[src/rtl/tmr_ctrl_pkg.sv]
// Shared types and helpers for the TMR scrub/monitor blocks.
package tmr_ctrl_pkg;

    typedef enum logic [1:0] {
        IDLE   = 2'd0,
        COUNT  = 2'd1,
        SCRUB  = 2'd2,
        SETTLE = 2'd3
    } state_e;

    // Width of an index into n items; never narrower than one bit.
    function automatic int unsigned idx_w(input int unsigned n);
        return (n > 1) ? $clog2(n) : 1;
    endfunction

endpackage

[src/rtl/tmr_prio_enc.sv]
// Lowest-index priority encoder: reports the first set request bit.
module tmr_prio_enc #(
    parameter int unsigned N  = 4,
    parameter int unsigned IW = 2
) (
    input  logic [N-1:0]  req,
    output logic [IW-1:0] idx,
    output logic          any
);

    // Scan upward; the first set bit wins and later bits are ignored.
    always_comb begin
        idx = '0;
        any = 1'b0;
        for (int unsigned i = 0; i < N; i++) begin
            if (req[i] && !any) begin
                idx = IW'(i);
                any = 1'b1;
            end
        end
    end

endmodule

[src/rtl/tmr_scrub_ctrl.sv]
// Scrub scheduler and mismatch reporter for a bank of TMR registers.
module tmr_scrub_ctrl
    import tmr_ctrl_pkg::*;
#(
    parameter int unsigned NVOTERS      = 4,
    parameter int unsigned SCRUB_PERIOD = 16,
    parameter int unsigned SCRUB_LEN    = 2,
    parameter int unsigned CNT_W        = 8,
    localparam int unsigned VW          = idx_w(NVOTERS)
) (
    input  logic               clk,
    input  logic               rst,
    input  logic               enable,
    input  logic               force_scrub,
    input  logic [NVOTERS-1:0] mismatch,
    input  logic               err_ready,
    input  logic               err_clear,
    output logic               scrub_en,
    output logic               scrub_busy,
    output logic               err_valid,
    output logic [VW-1:0]      err_voter,
    output logic [CNT_W-1:0]   err_count,
    output logic               err_lost
);

    localparam int unsigned TW = idx_w(SCRUB_PERIOD);
    localparam int unsigned SW = idx_w(SCRUB_LEN);
    localparam logic [TW-1:0] TIMER_RELOAD = TW'(SCRUB_PERIOD - 1);
    localparam logic [SW-1:0] SCNT_RELOAD  = SW'(SCRUB_LEN - 1);

    state_e             state_q, state_d;
    logic [TW-1:0]      timer_q, timer_d;
    logic [SW-1:0]      scnt_q, scnt_d;
    logic               scrub_en_q, scrub_en_d;
    logic               scrub_busy_q, scrub_busy_d;
    logic               err_valid_q, err_valid_d;
    logic [VW-1:0]      err_voter_q, err_voter_d;
    logic [CNT_W-1:0]   err_count_q, err_count_d;
    logic               err_lost_q, err_lost_d;

    logic [VW-1:0]      low_idx;
    logic               any_mis;
    logic               err_hit;

    tmr_prio_enc #(
        .N  (NVOTERS),
        .IW (VW)
    ) u_prio (
        .req (mismatch),
        .idx (low_idx),
        .any (any_mis)
    );

    // Mismatches are ignored while replicas are being rewritten.
    assign err_hit = any_mis && !scrub_busy_q;

    // Next-state logic for the scrub scheduler.
    // Strobe outputs are decoded from the next state so they leave the flops aligned with state.
    always_comb begin
        state_d = state_q;
        timer_d = timer_q;
        scnt_d  = scnt_q;
        unique case (state_q)
            IDLE: begin
                if (force_scrub) begin
                    state_d = SCRUB;
                    scnt_d  = SCNT_RELOAD;
                end else if (enable) begin
                    state_d = COUNT;
                    timer_d = TIMER_RELOAD;
                end
            end
            COUNT: begin
                if (!enable) begin
                    state_d = IDLE;
                end else if (force_scrub || timer_q == '0) begin
                    state_d = SCRUB;
                    scnt_d  = SCNT_RELOAD;
                end else begin
                    timer_d = timer_q - 1'b1;
                end
            end
            SCRUB: begin
                if (scnt_q == '0) begin
                    state_d = SETTLE;
                end else begin
                    scnt_d = scnt_q - 1'b1;
                end
            end
            SETTLE: begin
                if (enable) begin
                    state_d = COUNT;
                    timer_d = TIMER_RELOAD;
                end else begin
                    state_d = IDLE;
                end
            end
            default: state_d = IDLE;
        endcase
        scrub_en_d   = (state_d == SCRUB);
        scrub_busy_d = (state_d == SCRUB) || (state_d == SETTLE);
    end

    // Next-state logic for the error counter and the first-error report.
    always_comb begin
        err_valid_d = err_valid_q;
        err_voter_d = err_voter_q;
        err_lost_d  = err_lost_q;
        err_count_d = err_count_q;
        if (err_hit && (!err_valid_q || err_ready)) begin
            err_valid_d = 1'b1;
            err_voter_d = low_idx;
        end else if (err_hit) begin
            err_lost_d = 1'b1;
        end else if (err_valid_q && err_ready) begin
            err_valid_d = 1'b0;
        end
        if (err_clear) begin
            err_count_d = '0;
            err_lost_d  = 1'b0;
        end else if (err_hit && err_count_q != '1) begin
            err_count_d = err_count_q + 1'b1;
        end
    end

    // All state and registered outputs, synchronous reset.
    always_ff @(posedge clk) begin
        if (rst) begin
            state_q      <= IDLE;
            timer_q      <= '0;
            scnt_q       <= '0;
            scrub_en_q   <= 1'b0;
            scrub_busy_q <= 1'b0;
            err_valid_q  <= 1'b0;
            err_voter_q  <= '0;
            err_count_q  <= '0;
            err_lost_q   <= 1'b0;
        end else begin
            state_q      <= state_d;
            timer_q      <= timer_d;
            scnt_q       <= scnt_d;
            scrub_en_q   <= scrub_en_d;
            scrub_busy_q <= scrub_busy_d;
            err_valid_q  <= err_valid_d;
            err_voter_q  <= err_voter_d;
            err_count_q  <= err_count_d;
            err_lost_q   <= err_lost_d;
        end
    end

    assign scrub_en   = scrub_en_q;
    assign scrub_busy = scrub_busy_q;
    assign err_valid  = err_valid_q;
    assign err_voter  = err_voter_q;
    assign err_count  = err_count_q;
    assign err_lost   = err_lost_q;

endmodule

[config.mk]
export PLATFORM = sky130hd
export DESIGN_NAME = tmr_scrub_ctrl
export DESIGN_NICKNAME = d
export VERILOG_FILES = /design/src/rtl/tmr_ctrl_pkg.sv /design/src/rtl/tmr_prio_enc.sv /design/src/rtl/tmr_scrub_ctrl.sv
export SDC_FILE = /design/constraint.sdc
export NUM_CORES = 1
export LEC_CHECK = 0
export ABC_AREA = 1
export CAP_MARGIN = 20
export CORE_MARGIN = 2
export CORE_UTILIZATION = 35
export DETAILED_ROUTE_END_ITERATION = 7
export SYNTH_ARGS = -nofsm -noshare
export SYNTH_HDL_FRONTEND = slang
export SYNTH_HIERARCHICAL = 1
export SYNTH_SLANG_ARGS = --single-unit
[constraint.sdc]
create_clock -name clk -period 1.4 [get_ports clk]
set_input_delay 0.28 -clock clk [delete_from_list [all_inputs] [get_ports clk]]
set_output_delay 0.28 -clock clk [all_outputs]
set_load 0.01 [all_outputs]
# == After elaboration in Yosys (flattened, before gate mapping) ==
# Cells that the tools add are included.
# classes
n_addsub,3
n_mul,0
n_div,0
order_cmp,0
eq_ne,12
shifts,0
n_mux,27
bitwise_logic,1
reduce_logical,25
# ops
op,count
4-bit two-way mux,4
2-bit two-way mux,7
1-bit two-way mux,13
4-bit one-hot mux with 3 select lines,1
"2-bit != test, second input constant",5
"8-bit by 1-bit adder with 8-bit output, second input constant",1
"2-bit == test, second input constant",4
"8-bit != test, second input constant",1
2-bit one-hot mux with 4 select lines,1
4-bit AND reduction,2
1-bit logical AND,7
3-bit nonzero test,2
1-bit logical NOT,5
4-bit logical NOT,1
2-bit AND reduction,2
"4-bit by 1-bit subtractor with 4-bit output, second input constant",1
1-bit logical OR,3
1-bit one-hot mux with 3 select lines,1
"2-bit by 1-bit == test with 1-bit output, second input constant",1
2-bit logical NOT,1
"2-bit by 1-bit != test with 1-bit output, second input constant",1
2-bit nonzero test,1
2-bit OR reduction,1
1-bit NOT,1
"1-bit subtractor, second input constant",1
# totals
reg_bits,21
latchBits,0
ram_bits,0
rom_bits,0
mem_count,0

# == Longest topological paths before layout ==
# depth
ltp_word,14
ltp_mapped,10
depth_no_buf,10

# == Modules after synthesis ==
# Netlist, hierarchy kept.
# modules_own_cells
mod,instances,cells_each,area_per_inst_um2
tmr_scrub_ctrl,1,155,1022.2
tmr_prio_enc,1,9,48.8

# == Least setup slack after synthesis ==
# Ideal clock, no wire load.
# synth_path
kind,reg2reg
start,register err_count_q[1] (netlist: err_count[1])
end,register err_count_q[3] (netlist: err_count[3])
setup_ns,0.070
arrival_ns,1.187
required_time_ns,1.330
path_slack_ns,0.143
stages_incl_launch_ff,8
path_cell_list,dfxtp_1 -> ha_1 -> inv_1 -> nor2_4 -> nand2_1 -> nand2_1 -> nand2_1 -> a21oi_1
# synth_via
elab_chain_len,2
word_cells_on_any_way,3
# synth_lines
element,line,source
start: declaration,tmr_scrub_ctrl.sv:38,"logic [CNT_W-1:0] err_count_q, err_count_d;"
start signal: assignment,tmr_scrub_ctrl.sv:146,err_count_q <= err_count_d;
"parallel branches: the longest is 2 deep, another holds 8-bit by 1-bit adder with 8-bit output",n/a,
# Several ways; the timed one is not identified.
# A chain may end at the register's enable or synchronous reset.

# == Worst setup path after layout ==
# layout_path
start,register err_count_q[1] (netlist: err_count[1])
end,output err_count[1]
# layout_lines
element,line,source
end: declaration,tmr_scrub_ctrl.sv:22,"output logic [CNT_W-1:0] err_count,"
# No word-level cell between the ends.

==> metrics.md <==
| Metric | Value |
|---|---|
| First-pass GRT wire length | `4.153 mm` |
| Max-cap violations | `0` |
| Antenna Nets Post-Route | `0` |
| Post-DR wirelength/cell | `9.870 µm` |
| Required time worst endpoint | `1120 ps` |
| Pwr Density | `957.9 nW/µm²` |
| Outcome | `complete, no violations` |
| Slew HR | `82.18%` |
| Clk Latency, worst-skew pair | `300 ps` |
| Max FO, Critical Path | `3` |
| Cell variety after synth | `21` |
| Area of placed instances | `1440 µm²` |
| PnR worst setup slack | `86.43 ps` |
| Die height | `59.32 µm` |
| Min cycle time layout | `1314 ps` |
| Core footprint | `2978 µm²` |
| Worst reg-to-reg setup slack | `100 ps` |
| Reg-to-reg critical path startpoint | `err_count[0]` |
| Hold path depth | `5` |
| Starting density of the core | `35.97%` |
| Post-route cell area | `1515 µm²` |
| Post-Syn Area | `1071 µm²` |
| DR pass1 iterations | `4` |
| Hold endpoint | `err_voter[1]` |
| Hold_sp | `mismatch[3]` |
| Overflow after GRT | `0` |
| Worst R2R Path Depth | `8` |
| Max Freq | `761.3 MHz` |
| Hold WC Path Type | `input pin to flip-flop` |
| Setup violations, final | `0` |
| Reg clk slew, reported paths | `120 ps` |
| DR DRC count | `0` |
| Clk sink count | `20` |
| Row count | `20` |
| Top cell type's share of synthesized area | `37.38%` |
| R2r endpoint | `err_count[5]` |
| Sequential area share after synthesis | `37.38%` |
| Antenna fix cells | `0` |
| Critical Path AT | `1030 ps` |
| Io pins | `24` |
| CTS tree | `built` |
| Top post-synthesis cells by area | `dfxtp_1 (37%), nand2_1 (15%), inv_1 (8.8%)` |
| CTS Buffer Depth | `2` |
| Syn nets | `176` |
| DRT iter0 DRCs | `21` |
| CTS root buf | `clkbuf_4` |
| Post-Syn Instances | `164` |
| Port bufs | `23` |
| All-Layer GR Usage | `15.07%` |
| Crit Path Class | `flip-flop to output pin` |
| DP Worst Slack | `-260.9 ps` |
| Final Skew | `3.916 ps` |
| Nets | `218` |
| Yosys warnings | `6` |
| Most frequent cell after synthesis | `nand2_1` |
| Die W | `59.32 µm` |
| Kind of end point of the critical path | `output pin` |
| Most used flip-flop cell after synthesis | `dfxtp_1` |
| Num CTS Buffers | `3` |
| Commonest cells in the netlist | `nand2_1 (43), inv_1 (25), dfxtp_1 (20), nor2_1 (20), nand3_1 (17)` |
| Htree depth | `1` |
| Area growth, synth to finish | `41.47%` |
| Hold slack | `406.0 ps` |
| Initial antenna violation count | `0` |
| DR vias | `1134` |
| Vias in the first global route | `1038` |
| GPL Wtd Cong | `0.8067` |
| Fin crit share | `93.83%` |
| Dominant cell type by area after synthesis | `dfxtp_1` |
| Critical Path Start Type | `flip-flop` |
| Post-synthesis async set-or-reset flop share | `0%` |
| Via density per instance | `4.765` |
| EDFF count, synth | `0` |
| Largest net degree at the start of global routing | `13` |
| Actual slew at the worst max-slew pin | `267.0 ps` |
| Max-slew violation count | `0` |
| Fraction of layout cells with a size suffix above 1 | `20.98%` |
| VDD IR max | `647.0 µV` |
| Leakage power | `0.0007664 µW` |
| Final Hold Vio Count | `0` |
| Final WL | `2.349 mm` |
| RSZ-0062 raised after global routing | `no` |
| Die ar. | `3518 µm²` |
| Mapped Avg Cell Area | `6.531 µm²` |
| Flops & latches, synth | `20` |
| Hpwl dp | `1.846 mm` |
==> layout by cell type (no fill, tap or decap) <==
cell type,netlist,final
nand4_1,2,2
o21ai_1,1,1
ha_1,2,1
inv_2,5,7
nand3_1,17,17
dlygate4sd2_1,0,14
nand3b_1,1,1
clkdlybuf4s50_1,0,5
a21oi_4,1,1
ha_2,0,1
bufinv_16,0,1
buf_4,0,14
nor2_1,20,20
nand2_1,43,41
a21oi_2,2,2
xor2_1,1,1
nor3_1,1,1
nand2_2,1,3
xnor2_1,1,1
o21a_1,1,1
nor2_2,3,2
dfxtp_2,0,5
inv_1,25,23
dlymetal6s2s_1,0,4
clkbuf_4,0,3
o21ai_0,4,4
dfxtp_4,0,1
dfxtp_1,20,14
nor2_4,2,3
a21oi_1,11,11
==> layer usage <==
| layer | routed length [µm] | share of wire, % | global-route usage [%] |
|---|---|---|---|
| met3 | 125 | 5.3 | 4.585 |
| met2 | 1107 | 47 | 25.12 |
| met4 | 42 | 1.8 | 5.519 |
| met1 | 1074 | 46 | 18.17 |
| met5 | 0 | 0 | 0 |
==> power by group <==
part | total [µW] | internal, µW | switching [µW]
Sequential | 632 | 609 | 23.6
Combinational | 345 | 154 | 191
Clock | 474 | 289 | 185
Total | 1450 | 1050 | 399
==> critical path, cell delays in order (launching register included) <==
cell           delay (ps)
dfxtp_1               330
buf_4                 130
dlygate4sd2_1         270
==> state kept, by name (all words and copies together) (netlist names) <==
signal,flops
err_count,8
err_lost,1
err_valid,1
err_voter,2
scnt_q,1
scrub_en,1
state_q,2
timer_q,4
==> what timing repair did <==
item | CTS | global route
buffers inserted | 0 | 1
endpoints found under the setup margin | 14 | 9
hold buffers | 0 | 0
gates cloned | 0 | 0
gates resized for setup | 21 | 10
pin swaps | 0 | 3
==> how the worst max path moves through the flow <==
stage | startpoint | to | slack (ps) | depth (start not counted)
global placement | mismatch[3] | err_count[5] | -230 | 10
global route | timer_q[0] | timer_q[3] | 9 | 8
floorplan | err_count[1] | err_count[3] | 140 | 7
detailed placement | mismatch[3] | err_count[2] | -260 | 10
finish | err_count[1] | err_count[1] | 90 | 2
CTS | mismatch[3] | err_count[5] | 60 | 11
==> kinds of logic (layout without fill, tap and decap cells) <==
kind of cell	Yosys count	after routing	synth area share [%]
AND/OR/NAND/NOR	90	90	36.80
adder cells (fa/ha/maj)	2	2	2.336
AO/OA/AOI/OAI	20	20	11.33
flip-flops	20	20	37.38
buffers and inverters	30	71	10.51
XOR/XNOR	2	2	1.636
==> cell type report <==
type	count	area [µm²]
Fill cell	300	1463
Multi-Input combinational cell	114	570.5
Sequential cell	20	410.4
Timing Repair Buffer	37	327.8
Inverter	30	112.6
Tap cell	33	41.29
Clock inverter	1	30.03
Clock buffer	3	22.52
==> stage by stage <==
step                total power (µW)  instances  TNS, ps  util [%]
global route                    1567        238        0     50.88
CTS                             1452        237        0     49.87
finish                          1451        238        0     50.88
global placement               985.1        233    -2176     48.36
floorplan                      844.9        164        0         -
detailed placement             994.7        233    -2705     48.36
Note: power is estimated with default switching activity, not from simulation.
